File: config.mk
export PLATFORM = sky130hd
export DESIGN_NAME = seven_segment_reader
export DESIGN_NICKNAME = d
export VERILOG_FILES = /design/src/rtl/seven_segment_pkg.sv /design/src/rtl/seven_segment_to_bcd.sv /design/src/rtl/seven_segment_reader.sv
export SDC_FILE = /design/constraint.sdc
export NUM_CORES = 1
export LEC_CHECK = 0
export ABC_AREA = 1
export CORE_MARGIN = 2
export CORE_UTILIZATION = 40
export CTS_CLUSTER_SIZE = 28
export DETAILED_ROUTE_END_ITERATION = 10
export PLACE_DENSITY = 0.64
export SYNTH_ARGS = -nofsm -noshare
export SYNTH_HDL_FRONTEND = slang
export SYNTH_SLANG_ARGS = --single-unit
export TNS_END_PERCENT = 50
File: constraint.sdc
create_clock -name clk -period 3.6 [get_ports clk]
set_input_delay 0.72 -clock clk [delete_from_list [all_inputs] [get_ports clk]]
set_output_delay 0.72 -clock clk [all_outputs]
set_load 0.005 [all_outputs]
File: src/rtl/seven_segment_pkg.sv
// Shared constants for 7-segment display blocks: segment encodings of the
// decimal digits (a..g, MSB = a, 1 = lit), the invalid BCD code and the
// sampler state encoding.
package seven_segment_pkg;

    localparam logic [6:0] SEG_0 = 7'h7E;
    localparam logic [6:0] SEG_1 = 7'h30;
    localparam logic [6:0] SEG_2 = 7'h6D;
    localparam logic [6:0] SEG_3 = 7'h79;
    localparam logic [6:0] SEG_4 = 7'h33;
    localparam logic [6:0] SEG_5 = 7'h5B;
    localparam logic [6:0] SEG_6 = 7'h5F;
    localparam logic [6:0] SEG_7 = 7'h70;
    localparam logic [6:0] SEG_8 = 7'h7F;
    localparam logic [6:0] SEG_9 = 7'h7B;

    localparam logic [3:0] BCD_INVALID = 4'hF;

    typedef enum logic [1:0] {
        ST_IDLE   = 2'd0,
        ST_SETTLE = 2'd1,
        ST_LOCKED = 2'd2
    } samplerState_t;

endpackage

File: src/rtl/seven_segment_to_bcd.sv
// Combinational 7-segment to BCD decoder. Any pattern that is not one of the
// ten decimal digits (blank included) yields BCD_INVALID with illegal set.
module seven_segment_to_bcd
    import seven_segment_pkg::*;
(
    input  logic [6:0] seg,
    output logic [3:0] bcd,
    output logic       illegal
);

    // Table lookup; defaults cover every non-digit pattern.
    always_comb begin
        bcd     = BCD_INVALID;
        illegal = 1'b1;
        case (seg)
            SEG_0: begin bcd = 4'd0; illegal = 1'b0; end
            SEG_1: begin bcd = 4'd1; illegal = 1'b0; end
            SEG_2: begin bcd = 4'd2; illegal = 1'b0; end
            SEG_3: begin bcd = 4'd3; illegal = 1'b0; end
            SEG_4: begin bcd = 4'd4; illegal = 1'b0; end
            SEG_5: begin bcd = 4'd5; illegal = 1'b0; end
            SEG_6: begin bcd = 4'd6; illegal = 1'b0; end
            SEG_7: begin bcd = 4'd7; illegal = 1'b0; end
            SEG_8: begin bcd = 4'd8; illegal = 1'b0; end
            SEG_9: begin bcd = 4'd9; illegal = 1'b0; end
            default: begin
                bcd     = BCD_INVALID;
                illegal = 1'b1;
            end
        endcase
    end

endmodule

File: src/rtl/seven_segment_reader.sv
// Receive side of a multiplexed 7-segment display. Synchronises the segment,
// decimal-point and digit-enable lines, captures each digit once its pattern
// has been stable for STABLE_CYCLES samples, and hands out complete frames of
// NDIG digits on a valid/ready interface.
module seven_segment_reader
    import seven_segment_pkg::*;
#(
    parameter  int NDIG          = 4,
    parameter  int STABLE_CYCLES = 16,
    localparam int CNT_W         = $clog2(STABLE_CYCLES + 1)
) (
    input  logic                clk,
    input  logic                rst_n,
    input  logic [6:0]          seg_in,
    input  logic                dp_in,
    input  logic [NDIG-1:0]     dig_en,
    output logic [4*NDIG-1:0]   bcd_out,
    output logic [NDIG-1:0]     dp_out,
    output logic [NDIG-1:0]     err_out,
    output logic                frame_valid,
    input  logic                frame_ready,
    output logic                overrun,
    output logic                locked
);

    localparam int SMP_W = NDIG + 8;

    // Sample vector layout: {dig_en, dp, seg}
    logic [SMP_W-1:0] syncMeta;
    logic [SMP_W-1:0] smp;
    logic [SMP_W-1:0] prev;

    logic [6:0]      smpSeg;
    logic            smpDp;
    logic [NDIG-1:0] smpDig;
    logic            digOneHot;
    logic            changed;

    samplerState_t   state;
    samplerState_t   stateNext;
    logic [CNT_W-1:0] cnt;
    logic [CNT_W-1:0] cntNext;
    logic            capture;

    logic [3:0]      decBcd;
    logic            decIllegal;

    logic [4*NDIG-1:0] digitBus;
    logic [NDIG-1:0]   dpReg;
    logic [NDIG-1:0]   errReg;
    logic [NDIG-1:0]   mask;
    logic [NDIG-1:0]   maskNext;

    logic            frameDone;
    logic            loadFrame;
    logic            dropFrame;
    logic            transfer;

    // Two-flop synchroniser per input bit, plus one-cycle history for change detection.
    always_ff @(posedge clk or negedge rst_n) begin
        if (!rst_n) begin
            syncMeta <= '0;
            smp      <= '0;
            prev     <= '0;
        end else begin
            syncMeta <= {dig_en, dp_in, seg_in};
            smp      <= syncMeta;
            prev     <= smp;
        end
    end

    assign smpSeg    = smp[6:0];
    assign smpDp     = smp[7];
    assign smpDig    = smp[SMP_W-1:8];
    assign digOneHot = $onehot(smpDig);
    assign changed   = (smp != prev);

    seven_segment_to_bcd uDecoder (
        .seg     (smpSeg),
        .bcd     (decBcd),
        .illegal (decIllegal)
    );

    // Sampler state and stability counter.
    always_ff @(posedge clk or negedge rst_n) begin
        if (!rst_n) begin
            state <= ST_IDLE;
            cnt   <= '0;
        end else begin
            state <= stateNext;
            cnt   <= cntNext;
        end
    end

    // Sampler next state: a digit is captured on the edge where the counter
    // would reach STABLE_CYCLES-1, i.e. after STABLE_CYCLES identical samples.
    always_comb begin
        stateNext = state;
        cntNext   = cnt;
        capture   = 1'b0;
        case (state)
            ST_IDLE: begin
                cntNext = '0;
                if (digOneHot) begin
                    stateNext = ST_SETTLE;
                end
            end
            ST_SETTLE: begin
                if (!digOneHot) begin
                    stateNext = ST_IDLE;
                    cntNext   = '0;
                end else if (changed) begin
                    cntNext = '0;
                end else if (cnt == CNT_W'(STABLE_CYCLES - 2)) begin
                    capture   = 1'b1;
                    cntNext   = CNT_W'(STABLE_CYCLES - 1);
                    stateNext = ST_LOCKED;
                end else begin
                    cntNext = cnt + CNT_W'(1);
                end
            end
            ST_LOCKED: begin
                if (!digOneHot) begin
                    stateNext = ST_IDLE;
                    cntNext   = '0;
                end else if (changed) begin
                    stateNext = ST_SETTLE;
                    cntNext   = '0;
                end
            end
            default: begin
                stateNext = ST_IDLE;
                cntNext   = '0;
            end
        endcase
    end

    assign locked = (state == ST_LOCKED);

    // Per-digit capture registers, written at the one-hot position of dig_en.
    always_ff @(posedge clk or negedge rst_n) begin
        if (!rst_n) begin
            digitBus <= '0;
            dpReg    <= '0;
            errReg   <= '0;
        end else if (capture) begin
            for (int unsigned i = 0; i < NDIG; i++) begin
                if (smpDig[i]) begin
                    digitBus[4*i +: 4] <= decBcd;
                    dpReg[i]           <= smpDp;
                    errReg[i]          <= decIllegal;
                end
            end
        end
    end

    assign frameDone = &mask;
    assign transfer  = frame_valid && frame_ready;
    assign loadFrame = frameDone && (!frame_valid || frame_ready);
    assign dropFrame = frameDone && frame_valid && !frame_ready;

    // A capture in the completion cycle belongs to the next frame, so it is
    // OR-ed in after the completed mask is cleared.
    always_comb begin
        maskNext = mask;
        if (frameDone) begin
            maskNext = '0;
        end
        if (capture) begin
            maskNext = maskNext | smpDig;
        end
    end

    // Capture mask tracking which digits of the current frame are present.
    always_ff @(posedge clk or negedge rst_n) begin
        if (!rst_n) begin
            mask <= '0;
        end else begin
            mask <= maskNext;
        end
    end

    // Frame output registers, handshake and sticky overrun.
    always_ff @(posedge clk or negedge rst_n) begin
        if (!rst_n) begin
            bcd_out     <= '0;
            dp_out      <= '0;
            err_out     <= '0;
            frame_valid <= 1'b0;
            overrun     <= 1'b0;
        end else begin
            if (loadFrame) begin
                bcd_out     <= digitBus;
                dp_out      <= dpReg;
                err_out     <= errReg;
                frame_valid <= 1'b1;
            end else if (transfer) begin
                frame_valid <= 1'b0;
            end
            if (dropFrame) begin
                overrun <= 1'b1;
            end
        end
    end

endmodule
### After elaboration in Yosys (flattened, before gate mapping)

Cells that the tools add are included.

| operators by class | value |
|---|---|
| eq/ne operators | 19 |
| bitwise logic cells | 1 |
| reduce and logical (&&, ||, !) cells | 16 |
| $add $sub $neg | 4 |
| muxes and demuxes | 23 |

Operators by type and width:

| cell | number |
|---|---|
| $eq A7 B7 Y1 const B | 8 |
| $pmux W4 S10 | 1 |
| $mux W5 | 5 |
| $eq A7 B6 Y1 const B | 2 |
| $mux W2 | 6 |
| $ne A12 B12 Y1 | 1 |
| $pmux W5 S2 | 1 |
| $reduce_or A10 Y1 | 1 |
| $mux W4 | 2 |
| $reduce_and A2 Y1 | 4 |
| $reduce_and A4 Y1 | 2 |
| $mux W1 | 7 |
| $ne A3 B3 Y1 const B | 2 |
| $pmux W2 S3 | 1 |
| $add A5 B1 Y5 const B | 1 |
| $eq A5 B4 Y1 const B | 1 |
| $add A1 B1 Y2 | 2 |
| $logic_and A1 B1 Y1 | 4 |
| $or A4 B4 Y4 | 1 |
| $add A2 B2 Y3 | 1 |
| $eq A3 B1 Y1 const B | 1 |
| $ne A3 B2 Y1 const B | 1 |
| $eq A2 B1 Y1 const B | 1 |
| $eq A2 B2 Y1 const B | 1 |
| other kinds (5) | 6 |

| storage, ports and cells | value |
|---|---|
| input bits | 15 |
| bits in registers | 97 |
| output and inout port bits | 27 |
| word-level logic and storage cells | 86 |

### Depth between registers and ports, before layout

| depth | value |
|---|---|
| word-level depth | 6 |
| gate-level depth with buffers | 14 |
| mapped depth without buffers | 12 |

### By module

Synthesis repeated with hierarchy kept, for this count alone.

| unflattened totals | value |
|---|---|
| cells, all modules | 436 |
| area, all modules | 4,156.5 µm² |

Modules (own cells, without submodules):

| module | cells each | times used | area an instance (µm²) | sequential area each (µm²) |
|---|---|---|---|---|
| seven_segment_reader | 384 | 1 | 3,931.3 | 2,427.3 |
| seven_segment_to_bcd | 52 | 1 | 225.2 | 0.0 |

### Worst setup path after synthesis

Ideal clock, no wire load.

| timing path | value |
|---|---|
| path kind | reg-to-reg |
| start point | reg smp[8] |
| end point | reg digitBus[10] |
| required time | 3.534 ns |
| path slack | 1.086 ns |
| stages on the path, launching flop included | 13 |
| arrival time | 2.448 ns |
| cells stage by stage | dfrtp_1 > buf_6 > inv_4 > fa_1 > inv_1 > ha_1 > ha_1 > nand3b_1 > nor2_4 > buf_4 > buf_2 > nand4_1 > nand2_1 |

| between the ends | value |
|---|---|
| cells in the longest elaborated chain, start to end | 6 |

Ends and longest elaborated chain:

| what | line | RTL |
|---|---|---|
| start, declared | seven_segment_reader.sv:30 | `logic [SMP_W-1:0] smp;` |
| start signal, assigned | seven_segment_reader.sv:67 | `smp <= syncMeta;` |
| $add A1 B1 Y2 (not written as such) | seven_segment_reader.sv:75 | `assign digOneHot = $onehot(smpDig);` |
| $add A2 B2 Y3 (not written as such) | seven_segment_reader.sv:75 |  |
| $eq A3 B1 Y1 | seven_segment_reader.sv:75 |  |
| $mux W1 * | seven_segment_reader.sv:109 | `if (!digOneHot) begin` |
| $mux W1 * | seven_segment_reader.sv:101 | `case (state)` |
| $reduce_and A2 Y1 (no line) * | - |  |
| end signal, assigned | seven_segment_reader.sv:143 | `digitBus <= '0;` |
| end signal, assigned by index | seven_segment_reader.sv:149 | `digitBus[4*i +: 4] <= decBcd;` |
| end, declared | seven_segment_reader.sv:48 | `logic [4*NDIG-1:0] digitBus;` |

Every way passes the cells marked *; elsewhere a longest branch is shown, timed or not.
A chain may end at the register's enable or synchronous reset.

### Final worst setup path

| timing path | value |
|---|---|
| start point | reg smp[8] |
| end point | reg digitBus[5] |

Same word-level chain as after synthesis.

==> impl_metrics.env <==
export IMPL_async_flop_share=1.00
export IMPL_holdBufCountCts=0
export IMPL_synth_top_cell_by_area="dfrtp_1"
export IMPL_wirelength_mm=8.03
export IMPL_cp_required_ns=3.90
export IMPL_hold_class="in2async"
export IMPL_yosysSeqAreaShare=0.562
export IMPL_ir_drop_mv=0.203
export IMPL_clk_path_buf_depth=2
export IMPL_ys_ff_latch=97
export IMPL_clock_root_buffer="clkbuf_8"
export IMPL_finalCriticalPeriod_ns=3.08
export IMPL_seq_area_mm2=0.00243
export IMPL_fp_row_count=37
export IMPL_fmax_mhz=325
export IMPL_finalWeightedCongestion=0.803
export IMPL_antenna_found_initial=0
export IMPL_die_height_um=108
export IMPL_critPathLaunchType="flip-flop"
export IMPL_fillers=1006
export IMPL_arrival_ns=3.37
export IMPL_antenna_cells=0
export IMPL_p_leak_nw=2.58
export IMPL_final_max_slew_viol_count=0
export IMPL_ant_nets=0
export IMPL_hpwlAfterDp_mm=5.84
export IMPL_postCtsSetupBuffers=0
export IMPL_cts_buffers=9
export IMPL_htreeDepth=3
export IMPL_grt_total_usage=0.148
export IMPL_relSlewSlack=0.496
export IMPL_path_class="reg2reg"
export IMPL_clkLatencyLatePin_ns=0.36
export IMPL_cts_resized=0
export IMPL_max_slew_worst_pin_slew_ns=0.754
export IMPL_grt_pass1_vias=2837
export IMPL_setup_tns_ns=0
export IMPL_clock_sinks=97
export IMPL_grt_pass1_wl_mm=13.6
export IMPL_timing_rr_end="digitBus[5]"
export IMPL_drc=0
export IMPL_setup_slack_ns=0.522
export IMPL_rsz0062_at_grt="no"
export IMPL_dp_slack_ns=0.574
export IMPL_cap_viol_max_count=0
export IMPL_synth_edf_count=0
export IMPL_fin_util=0.478
export IMPL_die_area_mm2=0.0116
export IMPL_ios=42
export IMPL_fin_skew_ns=0.00810
export IMPL_setup_violations=0
export IMPL_grt_max_degree=44
export IMPL_period_share=0.855
export IMPL_power_density_mw_per_mm2=383
export IMPL_portBuffers=41
export IMPL_netlist_area_leader_share=0.562
export IMPL_drt_pass1_iter_count=4
export IMPL_hold_violations=0
export IMPL_synth_cell_area_mm2=0.00432
export IMPL_reg2reg_slack_ns=0.52
export IMPL_detail_route_wl_per_cell_um=12.2
export IMPL_post_synth_num_cell_types=33
export IMPL_start_util=0.415
export IMPL_nNetsFinal=535
export IMPL_area_growth_pct=15.3
export IMPL_overflow=0
export IMPL_vias_per_cell=4.72
export IMPL_syn_inst=475
export IMPL_drive_gt1_frac=0.0923
export IMPL_synthTopCellsByArea="dfrtp_1 (56%), nand2_1 (15%), nand3_1 (5.9%)"
export IMPL_synth_nets=495
export IMPL_clk_pin_slew_ns=0.09
export IMPL_ys_warn_count=0
export IMPL_core_area_mm2=0.0104
export IMPL_fp_dieW_um=108
export IMPL_cts_tree="yes"
export IMPL_rr_worst_depth=11
export IMPL_synthTopCellsByCount="nand2_1 (171), dfrtp_1 (97), nand3_1 (51)"
export IMPL_vias=3098
export IMPL_syn_area_per_cell_um2=9.10
export IMPL_synth_most_common_cell="nand2_1"
export IMPL_status="finished clean"
export IMPL_ys_flop_type="dfrtp_1"
export IMPL_cp_max_fo=15
export IMPL_reg2reg_from="smp[8]"
export IMPL_drtIter0Drc=225
export IMPL_multi_input_area_mm2=0.00159
export IMPL_cp_end_kind="flip-flop"
[worst max path at each step]
stage,startpoint,to,slack [ns],cells past startpoint
4_1_cts,smp[8],digitBus[5],0.53,11
5_1_grt,smp[8],digitBus[4],0.31,11
3_3_place_gp,smp[8],digitBus[8],0.65,11
2_1_floorplan,smp[8],digitBus[10],1.09,12
6_report,smp[8],digitBus[5],0.52,11
3_5_place_dp,smp[8],digitBus[5],0.57,11
[per-layer routing]
layer  track usage  share of wire  vias to the layer above
met3        0.0387          0.042                       10
met2         0.221           0.45                       63
met1         0.214           0.49                     1447
met5             0              0                        -
li1              -              -                     1578
met4        0.0403          0.012                        0
[stage by stage]
step	area, µm²	hold slack (ns)	std cells	power (mW)
finish	4980	0.344	656	1.91
global placement	4810	0.332	640	1.30
floorplan	4320	0.331	475	1.26
CTS	4980	0.352	656	1.94
global route	4980	0.359	656	2.01
detailed placement	4810	0.335	640	1.31
[cell type report]
cell class / count / area share
inverter: 46 / 0.0357
multi-input combinational: 315 / 0.319
tap: 136 / 0.0342
sequential: 97 / 0.487
clock buffer: 10 / 0.0256
clock inverter: 6 / 0.00854
timing repair buffer: 46 / 0.0894
[sequential cells by signal, indices dropped and copies added (netlist names)]
| register | cells |
|---|---|
| dpReg | 4 |
| syncMeta | 12 |
| digitBus | 16 |
| err_out | 4 |
| bcd_out | 16 |
| smp | 12 |
| frame_valid | 1 |
| overrun | 1 |
| mask | 4 |
| cnt | 5 |
| prev | 12 |
| state | 2 |
| dp_out | 4 |
| errReg | 4 |
[power breakdown]
part,leakage (nW),total (mW),switching (mW),internal (mW)
Combinational,1.22,0.143,0.0927,0.0504
Sequential,1.27,1.14,0.0293,1.11
Clock,0.0827,0.622,0.369,0.253
Total,2.58,1.91,0.491,1.42
[worst max-delay path, stage by stage, from the launching register on]
cell      delay (ns)
dfrtp_1         0.64
inv_4           0.07
fa_1            0.55
inv_1           0.04
ha_1            0.18
ha_1            0.26
nand3b_1        0.23
nor2_4          0.38
inv_1           0.19
nor2_4          0.28
nand3_1         0.11
nand2_1         0.08
[cell families (layout without fill, tap and decap cells)]
| group | Yosys count | after routing | synth area share |
|---|---|---|---|
| adders and majority gates | 5 | 5 | 0.0162 |
| AOI/OAI and AO/OA | 16 | 16 | 0.0211 |
| DFF | 97 | 97 | 0.562 |
| xor gates and xnor gates | 7 | 7 | 0.0142 |
| buffers and inverters | 63 | 108 | 0.0718 |
| and+or+nand+nor | 287 | 287 | 0.315 |
[cells in the final DEF, fill, tap and decap left out, drive strengths merged]
master / instances
a21o: 1
a21oi: 4
a32oi: 1
buf: 6
clkbuf: 10
clkdlybuf4s50: 40
clkinv: 4
clkinvlp: 2
dfrtp: 97
fa: 1
ha: 4
inv: 46
nand2: 175
nand3: 53
nand3b: 1
nand4: 18
nor2: 37
nor3: 2
nor4: 1
o211ai: 1
o21ai: 8
o31ai: 1
xnor2: 5
xor2: 2
Power figures use the tool's default switching activity.
